--- config.mk ---
export PLATFORM = sky130hd
export DESIGN_NAME = alu_cmd_initiator
export DESIGN_NICKNAME = d
export VERILOG_FILES = /design/src/rtl/alu_pkt_pkg.sv /design/src/rtl/alu_rsp_collector.sv /design/src/rtl/alu_cmd_initiator.sv
export SDC_FILE = /design/constraint.sdc
export NUM_CORES = 1
export LEC_CHECK = 0
export ABC_AREA = 1
export ABC_CLOCK_PERIOD_IN_PS = 3300
export BUFFER_PORTS_ARGS = -buffer_cell sky130_fd_sc_hd__buf_2
export CORE_ASPECT_RATIO = 0.8
export CORE_UTILIZATION = 35
export DETAILED_ROUTE_END_ITERATION = 10
export PLACE_DENSITY = 0.5
export SLEW_MARGIN = 20
export SYNTH_ARGS = -nofsm -noshare
export SYNTH_HDL_FRONTEND = slang
export SYNTH_SLANG_ARGS = --single-unit
--- constraint.sdc ---
create_clock -name clk_i -period 3.3 [get_ports clk_i]
set_input_delay 0.66 -clock clk_i [delete_from_list [all_inputs] [get_ports clk_i]]
set_output_delay 0.66 -clock clk_i [all_outputs]
set_load 0.02 [all_outputs]
--- src/rtl/alu_pkt_pkg.sv ---
`default_nettype none
// ============================================================================
//  Module   : alu_pkt_pkg
//  Brief    : Shared definitions for the UART ALU packet protocol: opcode
//             enumeration, framing constants and the initiator state enum.
//  Revision : 1.0  initial release
// ============================================================================
package alu_pkt_pkg;

    // Command opcodes understood by the ALU
    typedef enum logic [7:0] {
        ADD  = 8'h01,
        MUL  = 8'h02,
        DIV  = 8'h03,
        ECHO = 8'hEC
    } opcode_e;

    // Framing constants
    localparam int         HDR_BYTES     = 4;
    localparam int         WORD_BYTES    = 4;
    localparam logic [7:0] RESERVED_BYTE = 8'h00;

    // Initiator framing FSM states
    typedef enum logic [1:0] {
        ST_IDLE    = 2'd0,
        ST_HDR     = 2'd1,
        ST_PAYLOAD = 2'd2,
        ST_WAIT    = 2'd3
    } init_state_e;

    // True when the byte is one of the defined opcodes
    function automatic logic is_known_opcode(input logic [7:0] op);
        logic known;
        known = 1'b0;
        case (op)
            8'h01, 8'h02, 8'h03, 8'hEC: known = 1'b1;
            default:                    known = 1'b0;
        endcase
        return known;
    endfunction

endpackage : alu_pkt_pkg
`default_nettype wire

--- src/rtl/alu_rsp_collector.sv ---
`default_nettype none
// ============================================================================
//  Module   : alu_rsp_collector
//  Brief    : Assembles response bytes from the UART RX stream into 32-bit
//             words (LSB byte first), counts the expected words of the
//             current command and holds each word until it is taken.
//             Optional idle timeout enabled by macro ALU_INIT_TIMEOUT_EN.
//  Revision : 1.0  initial release
// ============================================================================
module alu_rsp_collector #(
    parameter int CW             = 8,
    parameter int TIMEOUT_CYCLES = 1000000
) (
    input  logic          clk_i,
    input  logic          rst_ni,
    input  logic          arm_i,
    input  logic [CW-1:0] arm_words_i,
    input  logic [7:0]    s_axis_tdata,
    input  logic          s_axis_tvalid,
    output logic          s_axis_tready,
    output logic          rsp_valid_o,
    input  logic          rsp_ready_i,
    output logic [31:0]   rsp_data_o,
    output logic          armed_o,
    output logic          done_o,
    output logic          timeout_o
);

    localparam logic [CW-1:0] c_one = CW'(1);

    logic          r_armed;
    logic [CW-1:0] r_words_left;
    logic [1:0]    r_byte_idx;
    logic [23:0]   r_asm;
    logic          r_rsp_valid;
    logic [31:0]   r_rsp_data;

    logic w_s_hs;
    logic w_rsp_hs;
    logic w_timeout;

    // Unarmed bytes are swallowed; armed bytes stall while a word waits
    assign s_axis_tready = ~r_armed | ~r_rsp_valid;
    assign w_s_hs        = s_axis_tvalid & s_axis_tready;
    assign w_rsp_hs      = r_rsp_valid & rsp_ready_i;

    assign rsp_valid_o = r_rsp_valid;
    assign rsp_data_o  = r_rsp_data;
    assign armed_o     = r_armed;
    assign done_o      = w_rsp_hs & (r_words_left == c_one);
    assign timeout_o   = w_timeout;

`ifdef ALU_INIT_TIMEOUT_EN
    localparam int TW = $clog2(TIMEOUT_CYCLES + 1);

    logic [TW-1:0] r_idle_cnt;

    assign w_timeout = r_armed & ~r_rsp_valid & ~w_s_hs
                     & (r_idle_cnt == TW'(TIMEOUT_CYCLES - 1));

    // Idle counter: restarts on any RX byte or when not collecting
    always_ff @(posedge clk_i) begin
        if (!rst_ni) begin
            r_idle_cnt <= '0;
        end else if (!r_armed || w_s_hs || w_timeout) begin
            r_idle_cnt <= '0;
        end else if (!r_rsp_valid) begin
            r_idle_cnt <= r_idle_cnt + TW'(1);
        end
    end
`else
    logic w_unused_timeout_cfg;
    assign w_unused_timeout_cfg = (TIMEOUT_CYCLES > 0);
    assign w_timeout            = 1'b0;
`endif

    // Byte assembly, expected-word countdown and response output register
    always_ff @(posedge clk_i) begin
        if (!rst_ni) begin
            r_armed      <= 1'b0;
            r_words_left <= '0;
            r_byte_idx   <= 2'd0;
            r_asm        <= 24'd0;
            r_rsp_valid  <= 1'b0;
            r_rsp_data   <= 32'd0;
        end else if (arm_i) begin
            r_armed      <= 1'b1;
            r_words_left <= arm_words_i;
            r_byte_idx   <= 2'd0;
            r_asm        <= 24'd0;
        end else if (w_timeout) begin
            r_armed    <= 1'b0;
            r_byte_idx <= 2'd0;
            r_asm      <= 24'd0;
        end else begin
            if (w_s_hs && r_armed) begin
                if (r_byte_idx == 2'd3) begin
                    r_rsp_valid <= 1'b1;
                    r_rsp_data  <= {s_axis_tdata, r_asm};
                    r_byte_idx  <= 2'd0;
                end else begin
                    r_asm      <= {s_axis_tdata, r_asm[23:8]};
                    r_byte_idx <= r_byte_idx + 2'd1;
                end
            end
            if (w_rsp_hs) begin
                r_rsp_valid  <= 1'b0;
                r_words_left <= r_words_left - c_one;
                if (r_words_left == c_one) begin
                    r_armed <= 1'b0;
                end
            end
        end
    end

endmodule : alu_rsp_collector
`default_nettype wire

--- src/rtl/alu_cmd_initiator.sv ---
`default_nettype none
// ============================================================================
//  Module   : alu_cmd_initiator
//  Brief    : Host-side initiator for the UART ALU packet protocol. Frames a
//             command (header + operand words) onto the TX byte stream and
//             returns the ALU response as 32-bit words.
//             Optional response timeout enabled by macro ALU_INIT_TIMEOUT_EN.
//  Revision : 1.0  initial release
// ============================================================================
module alu_cmd_initiator
    import alu_pkt_pkg::*;
#(
    parameter int  MAX_OPERANDS   = 255,
    parameter int  TIMEOUT_CYCLES = 1000000,
    localparam int CW             = $clog2(MAX_OPERANDS + 1)
) (
    input  logic          clk_i,
    input  logic          rst_ni,
    input  logic          cmd_valid_i,
    output logic          cmd_ready_o,
    input  logic [7:0]    cmd_opcode_i,
    input  logic [CW-1:0] cmd_count_i,
    input  logic          opnd_valid_i,
    output logic          opnd_ready_o,
    input  logic [31:0]   opnd_data_i,
    output logic [7:0]    m_axis_tdata,
    output logic          m_axis_tvalid,
    input  logic          m_axis_tready,
    input  logic [7:0]    s_axis_tdata,
    input  logic          s_axis_tvalid,
    output logic          s_axis_tready,
    output logic          rsp_valid_o,
    input  logic          rsp_ready_i,
    output logic [31:0]   rsp_data_o,
    output logic          busy_o,
    output logic          err_o
);

    localparam logic [CW-1:0] c_one = CW'(1);
    localparam logic [CW-1:0] c_two = CW'(2);

    init_state_e   r_state;
    logic          r_cmd_ready;
    logic          r_tvalid;
    logic [7:0]    r_tdata;
    logic [23:0]   r_shift;
    logic [1:0]    r_byte_left;
    logic [1:0]    r_hdr_idx;
    logic [CW-1:0] r_words_left;
    logic [15:0]   r_len;
    logic          r_err;

    logic          w_cmd_legal;
    logic          w_accept;
    logic          w_reject;
    logic          w_tx_hs;
    logic          w_opnd_ready;
    logic          w_opnd_hs;
    logic [15:0]   w_len;
    logic [CW-1:0] w_arm_words;
    logic          w_armed;
    logic          w_rsp_done;
    logic          w_timeout;
    logic          w_rsp_clear;

    // Command legality: known opcode, N>0, and arithmetic needs two operands
    assign w_cmd_legal = is_known_opcode(cmd_opcode_i)
                       && (cmd_count_i != '0)
                       && ((cmd_opcode_i == ECHO) || (cmd_count_i >= c_two));
    assign w_accept    = cmd_valid_i & r_cmd_ready & w_cmd_legal;
    assign w_reject    = cmd_valid_i & r_cmd_ready & ~w_cmd_legal;

    // Total packet length in bytes, header included
    assign w_len       = 16'(HDR_BYTES) + 16'(WORD_BYTES) * 16'(cmd_count_i);
    assign w_arm_words = (cmd_opcode_i == ECHO) ? cmd_count_i : c_one;

    assign w_tx_hs      = r_tvalid & m_axis_tready;
    assign w_opnd_ready = (r_state == ST_PAYLOAD) & ~r_tvalid & (r_words_left != '0);
    assign w_opnd_hs    = opnd_valid_i & w_opnd_ready;

    // Collector has nothing left to deliver after this cycle
    assign w_rsp_clear  = ~w_armed | w_rsp_done | w_timeout;

    assign cmd_ready_o   = r_cmd_ready;
    assign busy_o        = ~r_cmd_ready;
    assign opnd_ready_o  = w_opnd_ready;
    assign m_axis_tdata  = r_tdata;
    assign m_axis_tvalid = r_tvalid;
    assign err_o         = r_err;

    alu_rsp_collector #(
        .CW             (CW),
        .TIMEOUT_CYCLES (TIMEOUT_CYCLES)
    ) u_collector (
        .clk_i         (clk_i),
        .rst_ni        (rst_ni),
        .arm_i         (w_accept),
        .arm_words_i   (w_arm_words),
        .s_axis_tdata  (s_axis_tdata),
        .s_axis_tvalid (s_axis_tvalid),
        .s_axis_tready (s_axis_tready),
        .rsp_valid_o   (rsp_valid_o),
        .rsp_ready_i   (rsp_ready_i),
        .rsp_data_o    (rsp_data_o),
        .armed_o       (w_armed),
        .done_o        (w_rsp_done),
        .timeout_o     (w_timeout)
    );

    // Framing FSM with header sequencer and operand byte shifter
    always_ff @(posedge clk_i) begin
        if (!rst_ni) begin
            r_state      <= ST_IDLE;
            r_cmd_ready  <= 1'b1;
            r_tvalid     <= 1'b0;
            r_tdata      <= 8'd0;
            r_shift      <= 24'd0;
            r_byte_left  <= 2'd0;
            r_hdr_idx    <= 2'd0;
            r_words_left <= '0;
            r_len        <= 16'd0;
            r_err        <= 1'b0;
        end else begin
            r_err <= w_reject | w_timeout;
            case (r_state)
                ST_IDLE: begin
                    if (w_accept) begin
                        r_state      <= ST_HDR;
                        r_cmd_ready  <= 1'b0;
                        r_tvalid     <= 1'b1;
                        r_tdata      <= cmd_opcode_i;
                        r_hdr_idx    <= 2'd0;
                        r_words_left <= cmd_count_i;
                        r_len        <= w_len;
                    end
                end
                ST_HDR: begin
                    if (w_tx_hs) begin
                        r_hdr_idx <= r_hdr_idx + 2'd1;
                        case (r_hdr_idx)
                            2'd0:    r_tdata <= RESERVED_BYTE;
                            2'd1:    r_tdata <= r_len[7:0];
                            2'd2:    r_tdata <= r_len[15:8];
                            default: begin
                                r_tvalid <= 1'b0;
                                r_state  <= ST_PAYLOAD;
                            end
                        endcase
                    end
                end
                ST_PAYLOAD: begin
                    if (w_opnd_hs) begin
                        r_tvalid     <= 1'b1;
                        r_tdata      <= opnd_data_i[7:0];
                        r_shift      <= opnd_data_i[31:8];
                        r_byte_left  <= 2'd3;
                        r_words_left <= r_words_left - c_one;
                    end else if (w_tx_hs) begin
                        if (r_byte_left != 2'd0) begin
                            r_tdata     <= r_shift[7:0];
                            r_shift     <= {8'd0, r_shift[23:8]};
                            r_byte_left <= r_byte_left - 2'd1;
                        end else begin
                            r_tvalid <= 1'b0;
                            if (r_words_left == '0) begin
                                if (w_rsp_clear) begin
                                    r_state     <= ST_IDLE;
                                    r_cmd_ready <= 1'b1;
                                end else begin
                                    r_state <= ST_WAIT;
                                end
                            end
                        end
                    end
                end
                ST_WAIT: begin
                    if (w_rsp_clear) begin
                        r_state     <= ST_IDLE;
                        r_cmd_ready <= 1'b1;
                    end
                end
                default: begin
                    r_state     <= ST_IDLE;
                    r_cmd_ready <= 1'b1;
                    r_tvalid    <= 1'b0;
                end
            endcase
        end
    end

endmodule : alu_cmd_initiator
`default_nettype wire

==> flow_metrics.py <==
metrics = {
    "power_and_ir_drop": {
        "powerDensity_nw_per_um2": 595.5,
        "internal_power_mw": 3.193,
        "power.net_switching_mw": 1.222,
        "clkPwrFrac_pct": 46.9,
        "sequentialPowerShare_pct": 37.1,
        "finalPower_mw": 4.415,
        "p_sw_share_pct": 27.67,
        "p_leak_nw": 3.273,
        "comb_power_share_pct": 16.0,
        "ir_worst_vdd_v": 0.0003371,
    },
    "sta": {
        "rsz0062_at_grt": "false",
        "maxSlewHeadroom_pct": 50.93,
        "drv_slew": 0,
        "hold_viol": 0,
        "finalSetupViolations": 0,
        "fin_worst_skew_ns": 0.01062,
        "tightestPinTransition_ns": 0.7352,
        "setup_tns_ns": 0,
        "fin_crit_ns": 2.526,
        "period_share_pct": 76.54,
        "fmax_mhz": 395.9,
    },
    "yosys": {
        "synth_top_cell_by_area": "dfxtp_1",
        "ys_top_cells_by_area": "dfxtp_1 (42%), nand2_1 (12%), a21oi_1 (7.9%), inv_1 (6.1%), nor2_1 (5.4%)",
        "synthesis.area_sq_um": 6072,
        "syn-mean-instance-area_sq_um": 7.004,
        "async_flop_share_pct": 0,
        "yosysWarnings": 0,
        "synth_seq_area_share_pct": 41.54,
        "yosysUniqueCellTypes": 35,
        "ys_seq_elements": 126,
        "syn-num-nets": 947,
        "synth_edf_count": 0,
        "syn_inst": 867,
        "synth-main-ff-cell": "dfxtp_1",
        "synth_top_area_share_pct": 41.54,
    },
    "clock_tree": {
        "cts.path.max_buffers": 2,
        "cts_buffers": 17,
        "cts-resized-gates": 0,
        "path_clk_slew_ns": 0.06,
        "root_buffer": "clkbuf_16",
        "clock-sinks": 126,
        "cts_setup_buffers": 0,
        "cts_tree": "done",
        "h-tree-depth": 4,
        "clock_latency_ns": 0.42,
        "ctsHoldBuffers": 0,
    },
    "critical_path": {
        "worstSetupStartpointType": "flip-flop",
        "rrSetupSlack_ns": 0.94,
        "worstSetupPathType": "flip-flop to primary output",
        "critPathRequiredTime_ns": 2.64,
        "critPathArrivalTime_ns": 1.87,
        "cp-end-kind": "primary output",
        "critPathMaxFanout": 9,
    },
    "finish": {
        "mostFrequentLayoutCells": "nand2_1 (196), dfxtp_1 (126), buf_2 (109), inv_1 (98), a21oi_1 (96)",
        "drive_gt1_share_pct": 19.69,
        "final_nets": 1043,
        "final_common_cell": "nand2_1",
        "fin_util_pct": 44.23,
        "areaGrowthSynthToFinish_pct": 22.11,
        "stdcell_count": 1195,
        "final_area_sq_um": 7415,
        "n_antenna_cell": 0,
    },
    "drt": {
        "post_drt_wl_per_cell_microns": 13.35,
        "num_vias": 5588,
        "drc": 0,
        "routed_wl_microns": 15960,
        "detail-route-antenna-nets": 0,
        "viasPerCell": 4.676,
        "first_pass_iters": 5,
        "dr.first_iter.drc_count": 343,
    },
    "floorplanning": {
        "core_area_sq_um": 16760,
        "rows": 42,
        "dieArea_sq_um": 17880,
        "die_w_microns": 149.3,
        "initial_core_util_pct": 36.22,
        "boundaryPins": 110,
        "die_height_microns": 119.8,
    },
    "flow_run": {
        "cap_violations": 0,
    },
    "placement": {
        "hpwlAfterDp_microns": 11580,
        "place_congestion": 0.8353,
        "io_buffers": 109,
        "placed_area_sq_um": 6769,
        "dpl.cell_count": 1164,
    },
    "grt": {
        "antenna_found_initial": 0,
        "grt_use_total_pct": 19.01,
        "gr-total-overflow": 0,
        "grt_max_degree": 57,
        "first_global_vias": 5150,
        "grt_pass1_wl_microns": 26320,
    },
    "run_status": {
        "status": "finished clean",
    },
    "hold_path": {
        "hold_class": "flip-flop to flip-flop",
    },
}
==> metrics by stage <==
stage               setup WS, ns  hold slack (ns)
floorplan                  1.281           0.4295
global placement          0.7496           0.4508
detailed placement        0.7094           0.4515
CTS                       0.7484           0.4589
global route              0.6144           0.4760
finish                    0.7742           0.4603
==> cell usage after synthesis, types with 4 or more instances <==
cell type,count
a21oi_1,96
a31oi_1,20
buf_2,13
buf_4,4
clkbuf_1,21
dfxtp_1,126
ha_1,17
inv_1,98
inv_2,7
nand2_1,196
nand3_1,32
nand4_1,12
nor2_1,88
nor3_1,6
o21ai_0,64
o21ai_1,4
or2_2,25
xor2_1,9
==> sequential cells by signal (all words and copies together) (netlist names) <==
signal                    cells
u_collector.rsp_data_o       32
u_collector.r_words_left      8
r_hdr_idx                     2
u_collector.r_asm            24
r_shift                      24
m_axis_tdata                  8
err_o                         1
u_collector.rsp_valid_o       1
cmd_ready_o                   1
m_axis_tvalid                 1
r_words_left                  8
r_len                         9
u_collector.armed_o           1
r_state                       2
r_byte_left                   2
u_collector.r_byte_idx        2
==> metal layers <==
layer  global-route usage, %  wire length [microns]  vias up
met5                       0                      0        -
met4                   5.548                    155        0
met3                   4.297                   1003       14
met2                   24.56                   5823      140
met1                   30.17                   8975     2452
li1                        -                      -     2982
==> path summary, 6_finish.rpt <==
| path | from | to | depth (start not counted) |
|---|---|---|---|
| min | u_collector.r_asm[9]$_SDFFE_PP0P_ | u_collector.r_asm[9]$_SDFFE_PP0P_ | 2 |
| max reg2reg | r_state[0]$_SDFFE_PN0P_ | r_words_left[7]$_SDFFE_PN0P_ | 9 |
| min reg2reg | u_collector.r_asm[9]$_SDFFE_PP0P_ | u_collector.r_asm[9]$_SDFFE_PP0P_ | 2 |
| max | r_words_left[0]$_SDFFE_PN0P_ | opnd_ready_o | 8 |
==> worst max-delay path, cell delays in order, from the launching register on <==
cell	delay (ns)
dfxtp_1	0.30
inv_1	0.09
ha_1	0.18
nand2_1	0.08
nor2_2	0.14
nand3_2	0.26
nand2_1	0.17
nor2_1	0.05
buf_2	0.17
==> cells by family (layout without fill, tap and decap cells) <==
family	after synthesis	after routing	share of synthesized area [%]
buffers and inverters	146	254	9.788
and+or+nand+nor	373	373	26.60
DFF	126	126	41.54
xor gates and xnor gates	12	12	1.731
AOI/OAI and AO/OA	193	193	16.84
adders and majority gates	17	17	3.503
==> power by group through the flow <==
stage | clock network (mW) | registers, mW | logic (mW)
3_5_place_dp | 0 | 1.67 | 0.698
2_1_floorplan | 0 | 1.70 | 0.462
5_1_grt | 2.18 | 1.65 | 0.810
6_report | 2.07 | 1.64 | 0.705
3_3_place_gp | 0 | 1.67 | 0.705
4_1_cts | 2.11 | 1.64 | 0.703
==> layout make-up <==
| class | instances | area [sq um] |
|---|---|---|
| Fill cell | 1798 | 9349 |
| Multi-Input combinational cell | 595 | 2955 |
| Sequential cell | 126 | 2522 |
| Timing Repair Buffer | 117 | 618.1 |
| Clock buffer | 21 | 460.4 |
| Inverter | 106 | 397.9 |
| Tap cell | 220 | 275.3 |
| Clock inverter | 10 | 185.2 |
No activity file was read; power rests on OpenSTA's default activity.
